### src/rtl/branch_predictor.sv
// Direct-mapped BTB with 2-bit direction counters; combinational lookup, update on clk.
// Optional macro BP_JALR_PREDICT_EN enables allocation and taken-prediction of jalr entries.
module branch_predictor #(
  parameter int unsigned ENTRIES = 32
) (
  input  logic        clk,
  input  logic        rst,
  input  logic [31:0] if_pc,
  output logic        predict_taken,
  output logic [31:0] predict_pc,
  output logic        is_conditional_branch,
  output logic        is_jal,
  output logic        is_jalr,
  input  logic        upd_en,
  input  logic [31:0] upd_pc,
  input  logic        upd_is_conditional_branch,
  input  logic        upd_is_jal,
  input  logic        upd_is_jalr,
  input  logic        upd_br_taken,
  input  logic [31:0] upd_br_target
);

  localparam int unsigned IDX = $clog2(ENTRIES);
  localparam int unsigned TW  = 30 - IDX;

`ifdef BP_JALR_PREDICT_EN
  localparam bit JALR_EN = 1'b1;
`else
  localparam bit JALR_EN = 1'b0;
`endif

  typedef enum logic [1:0] {
    BR_COND = 2'd0,
    BR_JAL  = 2'd1,
    BR_JALR = 2'd2
  } br_type_e;

  logic [ENTRIES-1:0] valid_q, valid_d;
  logic [TW-1:0]      tag_q    [ENTRIES];
  logic [31:0]        target_q [ENTRIES];
  logic [1:0]         ctr_q    [ENTRIES];
  br_type_e           type_q   [ENTRIES];

  // Lookup path
  logic [IDX-1:0] lk_idx;
  logic [TW-1:0]  lk_tag;
  logic           lk_hit;

  assign lk_idx = if_pc[IDX+1:2];
  assign lk_tag = if_pc[31:IDX+2];
  assign lk_hit = valid_q[lk_idx] && (tag_q[lk_idx] == lk_tag);

  always_comb begin
    predict_taken         = 1'b0;
    is_conditional_branch = 1'b0;
    is_jal                = 1'b0;
    is_jalr               = 1'b0;
    if (lk_hit) begin
      case (type_q[lk_idx])
        BR_COND: begin
          is_conditional_branch = 1'b1;
          predict_taken         = ctr_q[lk_idx][1];
        end
        BR_JAL: begin
          is_jal        = 1'b1;
          predict_taken = 1'b1;
        end
        BR_JALR: begin
          is_jalr       = JALR_EN;
          predict_taken = JALR_EN;
        end
        default: ;
      endcase
    end
    predict_pc = predict_taken ? target_q[lk_idx] : (if_pc + 32'd4);
  end

  // Update path
  logic [IDX-1:0] up_idx;
  logic [TW-1:0]  up_tag;
  br_type_e       up_type;
  logic           up_type_ok;
  logic           up_hit;
  logic           wr_en;
  logic [31:0]    wr_target;
  logic [1:0]     wr_ctr;

  assign up_idx = upd_pc[IDX+1:2];
  assign up_tag = upd_pc[31:IDX+2];

  always_comb begin
    up_type    = BR_COND;
    up_type_ok = 1'b0;
    if (upd_is_conditional_branch) begin
      up_type_ok = 1'b1;
    end else if (upd_is_jal) begin
      up_type    = BR_JAL;
      up_type_ok = 1'b1;
    end else if (upd_is_jalr && JALR_EN) begin
      up_type    = BR_JALR;
      up_type_ok = 1'b1;
    end
  end

  // A type mismatch on a tag hit counts as a miss, so it re-allocates when taken.
  assign up_hit = valid_q[up_idx] && (tag_q[up_idx] == up_tag) && (type_q[up_idx] == up_type);

  always_comb begin
    wr_en     = 1'b0;
    wr_target = target_q[up_idx];
    wr_ctr    = ctr_q[up_idx];
    valid_d   = valid_q;
    if (upd_en && up_type_ok) begin
      if (up_hit) begin
        wr_en = 1'b1;
        if (upd_br_taken) wr_target = upd_br_target;
        if (up_type == BR_COND) begin
          if (upd_br_taken) begin
            if (ctr_q[up_idx] != 2'd3) wr_ctr = ctr_q[up_idx] + 2'd1;
          end else begin
            if (ctr_q[up_idx] != 2'd0) wr_ctr = ctr_q[up_idx] - 2'd1;
          end
        end else begin
          wr_ctr = 2'd3;
        end
      end else if (upd_br_taken) begin
        wr_en           = 1'b1;
        valid_d[up_idx] = 1'b1;
        wr_target       = upd_br_target;
        wr_ctr          = (up_type == BR_COND) ? 2'd2 : 2'd3;
      end
    end
  end

  always_ff @(posedge clk) begin
    if (rst) begin
      valid_q <= '0;
    end else begin
      valid_q <= valid_d;
      if (wr_en) begin
        tag_q[up_idx]    <= up_tag;
        target_q[up_idx] <= wr_target;
        ctr_q[up_idx]    <= wr_ctr;
        type_q[up_idx]   <= up_type;
      end
    end
  end

  logic unused_bits;
  assign unused_bits = ^{upd_pc[1:0], upd_is_jalr};

endmodule

### config.mk
export PLATFORM = sky130hd
export DESIGN_NAME = branch_predictor
export DESIGN_NICKNAME = d
export VERILOG_FILES = /design/src/rtl/branch_predictor.sv
export SDC_FILE = /design/constraint.sdc
export NUM_CORES = 2
export LEC_CHECK = 0
export ABC_CLOCK_PERIOD_IN_PS = 12500
export CAP_MARGIN = 20
export CORE_ASPECT_RATIO = 1.1
export CORE_UTILIZATION = 40
export CTS_BUF_LIST = sky130_fd_sc_hd__clkbuf_4 sky130_fd_sc_hd__clkbuf_8
export DETAILED_ROUTE_END_ITERATION = 10
export SLEW_MARGIN = 15
export SYNTH_ARGS = -nofsm -noshare
export SYNTH_HDL_FRONTEND = slang
export SYNTH_SLANG_ARGS = --single-unit
export TNS_END_PERCENT = 100
### constraint.sdc
create_clock -name clk -period 12.5 [get_ports clk]
set_input_delay 2.5 -clock clk [delete_from_list [all_inputs] [get_ports clk]]
set_output_delay 2.5 -clock clk [all_outputs]
set_load 0.01 [all_outputs]
==> out/qor.json <==
{
  "result_of_the_run": {"value": "completed"},
  "num-nets-final": {"value": 4805},
  "gp_routability_congestion": {"value": 0.856},
  "final.setup.tns": {"value": 0, "unit": "ps"},
  "synthesis.area_per_instance": {"value": 19.2, "unit": "sq um"},
  "path_class": {"value": "primary input to output pin"},
  "synth_most_common_cell": {"value": "edfxtp_1"},
  "detailedPlacementHpwl": {"value": 145000, "unit": "um"},
  "groute.layer.met1.usage": {"value": 0.317},
  "timing.max_slew.rel_slack": {"value": 0.188},
  "tritoncts": {"value": "yes"},
  "detail_route.first_pass.iterations": {"value": 6},
  "worstPathCellList": {"value": "clkbuf_8 -> nor2_4 -> buf_4 -> a22oi_1 -> o211ai_1 -> o31a_1 -> a21oi_1 -> nor4_1 -> and4_1 -> and4b_4 -> mux2i_1 -> clkdlybuf4s50_1"},
  "synth_top_flop_cell": {"value": "edfxtp_1"},
  "syn_inst": {"value": 4361},
  "worst_setup_hold_path_clk_slew": {"value": 60, "unit": "ps"},
  "clockRootBuffer": {"value": "clkbuf_8"},
  "antenna_violations_before_repair": {"value": 19},
  "worst_vdd_ir": {"value": 0.117, "unit": "mV"},
  "post_drt_wl_per_cell": {"value": 34.3, "unit": "um"},
  "grt_pass1_vias": {"value": 47300},
  "post-route-period-util": {"value": 0.863},
  "clockPowerShare": {"value": 0.399},
  "post-route-min-period": {"value": 10790, "unit": "ps"},
  "largest_net_degree_at_the_start_of_global_routing": {"value": 108},
  "cts_buffers": {"value": 330},
  "filler_cell_count": {"value": 17500},
  "synth-async-reset-ratio": {"value": 0},
  "drt-initial-drc-count": {"value": 5990},
  "synth-edff-count": {"value": 1920},
  "synth_area": {"value": 83700, "unit": "sq um"},
  "critical_path_s_largest_stage_delay": {"value": 1090, "unit": "ps"},
  "area.growth.synth_to_final": {"value": 13.5, "unit": "%"},
  "clock_skew": {"value": 59.0, "unit": "ps"},
  "io_pins": {"value": 139},
  "setup_viol": {"value": 0},
  "cts.hold.buffers_added": {"value": 0},
  "worst_ep_arrival_time": {"value": 8290, "unit": "ps"},
  "sinks_on_clock_net": {"value": 1952},
  "critPathCaptureType": {"value": "output pin"},
  "combPwrFrac": {"value": 0.068},
  "die_height": {"value": 482, "unit": "um"},
  "power.switching": {"value": 3120, "unit": "uW"},
  "yosysWarnings": {"value": 0},
  "ys_seq_area_frac": {"value": 0.697},
  "clk_path_buf_depth": {"value": 4},
  "drv.max_cap_violation_count": {"value": 0},
  "design_internal_power": {"value": 10400, "unit": "uW"},
  "fp.dieW": {"value": 438, "unit": "um"},
  "synth_top_area_share": {"value": 0.689},
  "port_buffer_count": {"value": 134},
  "vias_per_cell": {"value": 6.16},
  "final_cell_area": {"value": 94900, "unit": "sq um"},
  "rsz0062_at_grt": {"value": "no"},
  "p_sw_frac": {"value": 0.231},
  "cts_post_setup_buffers_inserted": {"value": 0},
  "grt-busiest-layer": {"value": "met2"},
  "leakage_power_total": {"value": 0.0310, "unit": "uW"},
  "final-hold-violation-count": {"value": 0},
  "core_area": {"value": 207000, "unit": "sq um"},
  "critPathMaxFanout": {"value": 62},
  "grtUsageTotal": {"value": 0.246},
  "die-area": {"value": 211000, "unit": "sq um"},
  "start_util": {"value": 0.403},
  "cp-start-kind": {"value": "primary input"},
  "wire_length_of_the_first_global_routing_pass": {"value": 364000, "unit": "um"},
  "post_synth_main_area_contributors": {"value": "edfxtp_1 (69%), mux4_2 (14%), mux2i_1 (7.7%), o22ai_1 (1.6%), dfxtp_1 (0.77%)"},
  "post_cts.resized_instances": {"value": 0},
  "timing_worst_slew_pin_value": {"value": 1210, "unit": "ps"},
  "min_path_type": {"value": "flip-flop to flip-flop"},
  "syn_nets": {"value": 4465},
  "synth_top_cell_by_area": {"value": "edfxtp_1"},
  "wirelength": {"value": 263000, "unit": "um"},
  "routed-via-count": {"value": 47300},
  "timing.critical_path.slowest_stage_cell": {"value": "nor2_4"},
  "timing.fmax": {"value": 92.6, "unit": "MHz"},
  "layout-drive-gt1-share": {"value": 0.260},
  "insertion_delay": {"value": 1060, "unit": "ps"},
  "global_route_total_overflow": {"value": 0},
  "drc_errors": {"value": 0},
  "synth.ff_latch_count": {"value": 1952},
  "synth.lib_cells_used.distinct": {"value": 71},
  "num_rows": {"value": 175},
  "final_antenna_net_count": {"value": 0},
  "timing.critical_path.required": {"value": 10000, "unit": "ps"},
  "total_power_density_per_cell_area": {"value": 143, "unit": "nW/um^2"},
  "htreeDepth": {"value": 5},
  "maxSlewViolCount": {"value": 0},
  "sequentialPowerShare": {"value": 0.533},
  "placed_cell_area": {"value": 88800, "unit": "sq um"},
  "synth_commonest_cells": {"value": "edfxtp_1 (1920), mux2i_1 (645), mux4_2 (503), o22ai_1 (217), clkbuf_1 (129)"},
  "groute.layer.met3.usage": {"value": 0.0501},
  "grt_use_met2": {"value": 0.408}
}
[cell type report]
type,count,area (sq um),share of cell area
antenna,9,22.5,0.000237
clock buffer,439,5400,0.0569
clock inverter,118,581,0.00611
inverter,6,30.0,0.000316
multi-input combinational,2094,24200,0.255
sequential,1952,58300,0.614
tap,2743,3430,0.0361
timing repair buffer,317,2960,0.0312
[critical path: cells and delay by family]
family                 cells  cell delay [ps]
and+or+nand+nor            4             3080
buffers and inverters      3             1380
muxes                      1              610
AOI/OAI and AO/OA          4              520
[layer usage]
metal	up-vias	wire, um
li1	19100	-
met1	25000	100000
met2	2551	129000
met3	608	21900
met4	10	11600
met5	-	59
[path summary, 6_finish.rpt]
check,slack [ps],to,startpoint,depth (start not counted)
worst max-delay path,1710,predict_pc[6],if_pc[4],12
worst min-delay path,500,valid_q[21],valid_q[21],2
worst max register to register,6500,tag_q[20][6],tag_q[4][24],10
worst min register to register,500,valid_q[21],valid_q[21],2
[state kept, by name, summed over array words and instances, names as in the netlist]
signal	cells
ctr_q	64
tag_q	800
target_q	1024
type_q	32
valid_q	32
[through the flow]
stage	worst slack [ps]	std cells	power [uW]	utilization	hold slack (ps)
after floorplan	4490	4361	7880	-	452
after global placement	1760	7097	8260	0.428	468
after detailed placement	1900	7103	8270	0.428	484
after CTS	1880	7660	13600	0.457	497
after global routing	1620	7673	13900	0.458	536
final	1710	7678	13500	0.458	496
[kinds of logic after synthesis]
group,synth area share
buffers and inverters,0.0194
AOI/OAI and AO/OA,0.0352
DFF,0.697
muxes,0.214
other,0.0000448
adders and majority gates,0.000150
and+or+nand+nor,0.0294
xor gates and xnor gates,0.00523
[cell usage in the layout (no fill, tap or decap), types with 13 or more instances in the layout]
cell type	synthesis	layout
xnor2_1	28	28
clkbuf_4	0	102
a21oi_1	19	19
a22oi_1	79	79
o22ai_1	217	217
clkbuf_8	0	338
a41oi_1	32	32
nor2_4	0	33
o21ai_0	21	21
buf_8	0	13
mux4_2	503	503
buf_4	42	159
nand2_1	110	109
nor2_1	105	69
and3_2	0	20
mux2i_1	645	645
edfxtp_1	1920	1920
nand4_1	16	16
a221oi_1	26	26
dfxtp_1	32	32
clkinv_2	0	22
xor2_1	22	22
nor2b_4	0	14
clkdlybuf4s50_1	0	125
nand3_1	36	36
clkinv_1	1	87
nor4_1	50	49
and3_1	43	23
[power by group through the flow]
stage	clock [uW]	sequential [uW]	combinational, uW
4_1_cts	5470	7220	912
5_1_grt	5740	7220	961
3_5_place_dp	0	7360	910
6_report	5400	7220	921
3_3_place_gp	0	7360	898
2_1_floorplan	0	7360	526
(Power assumes the default switching activity.)
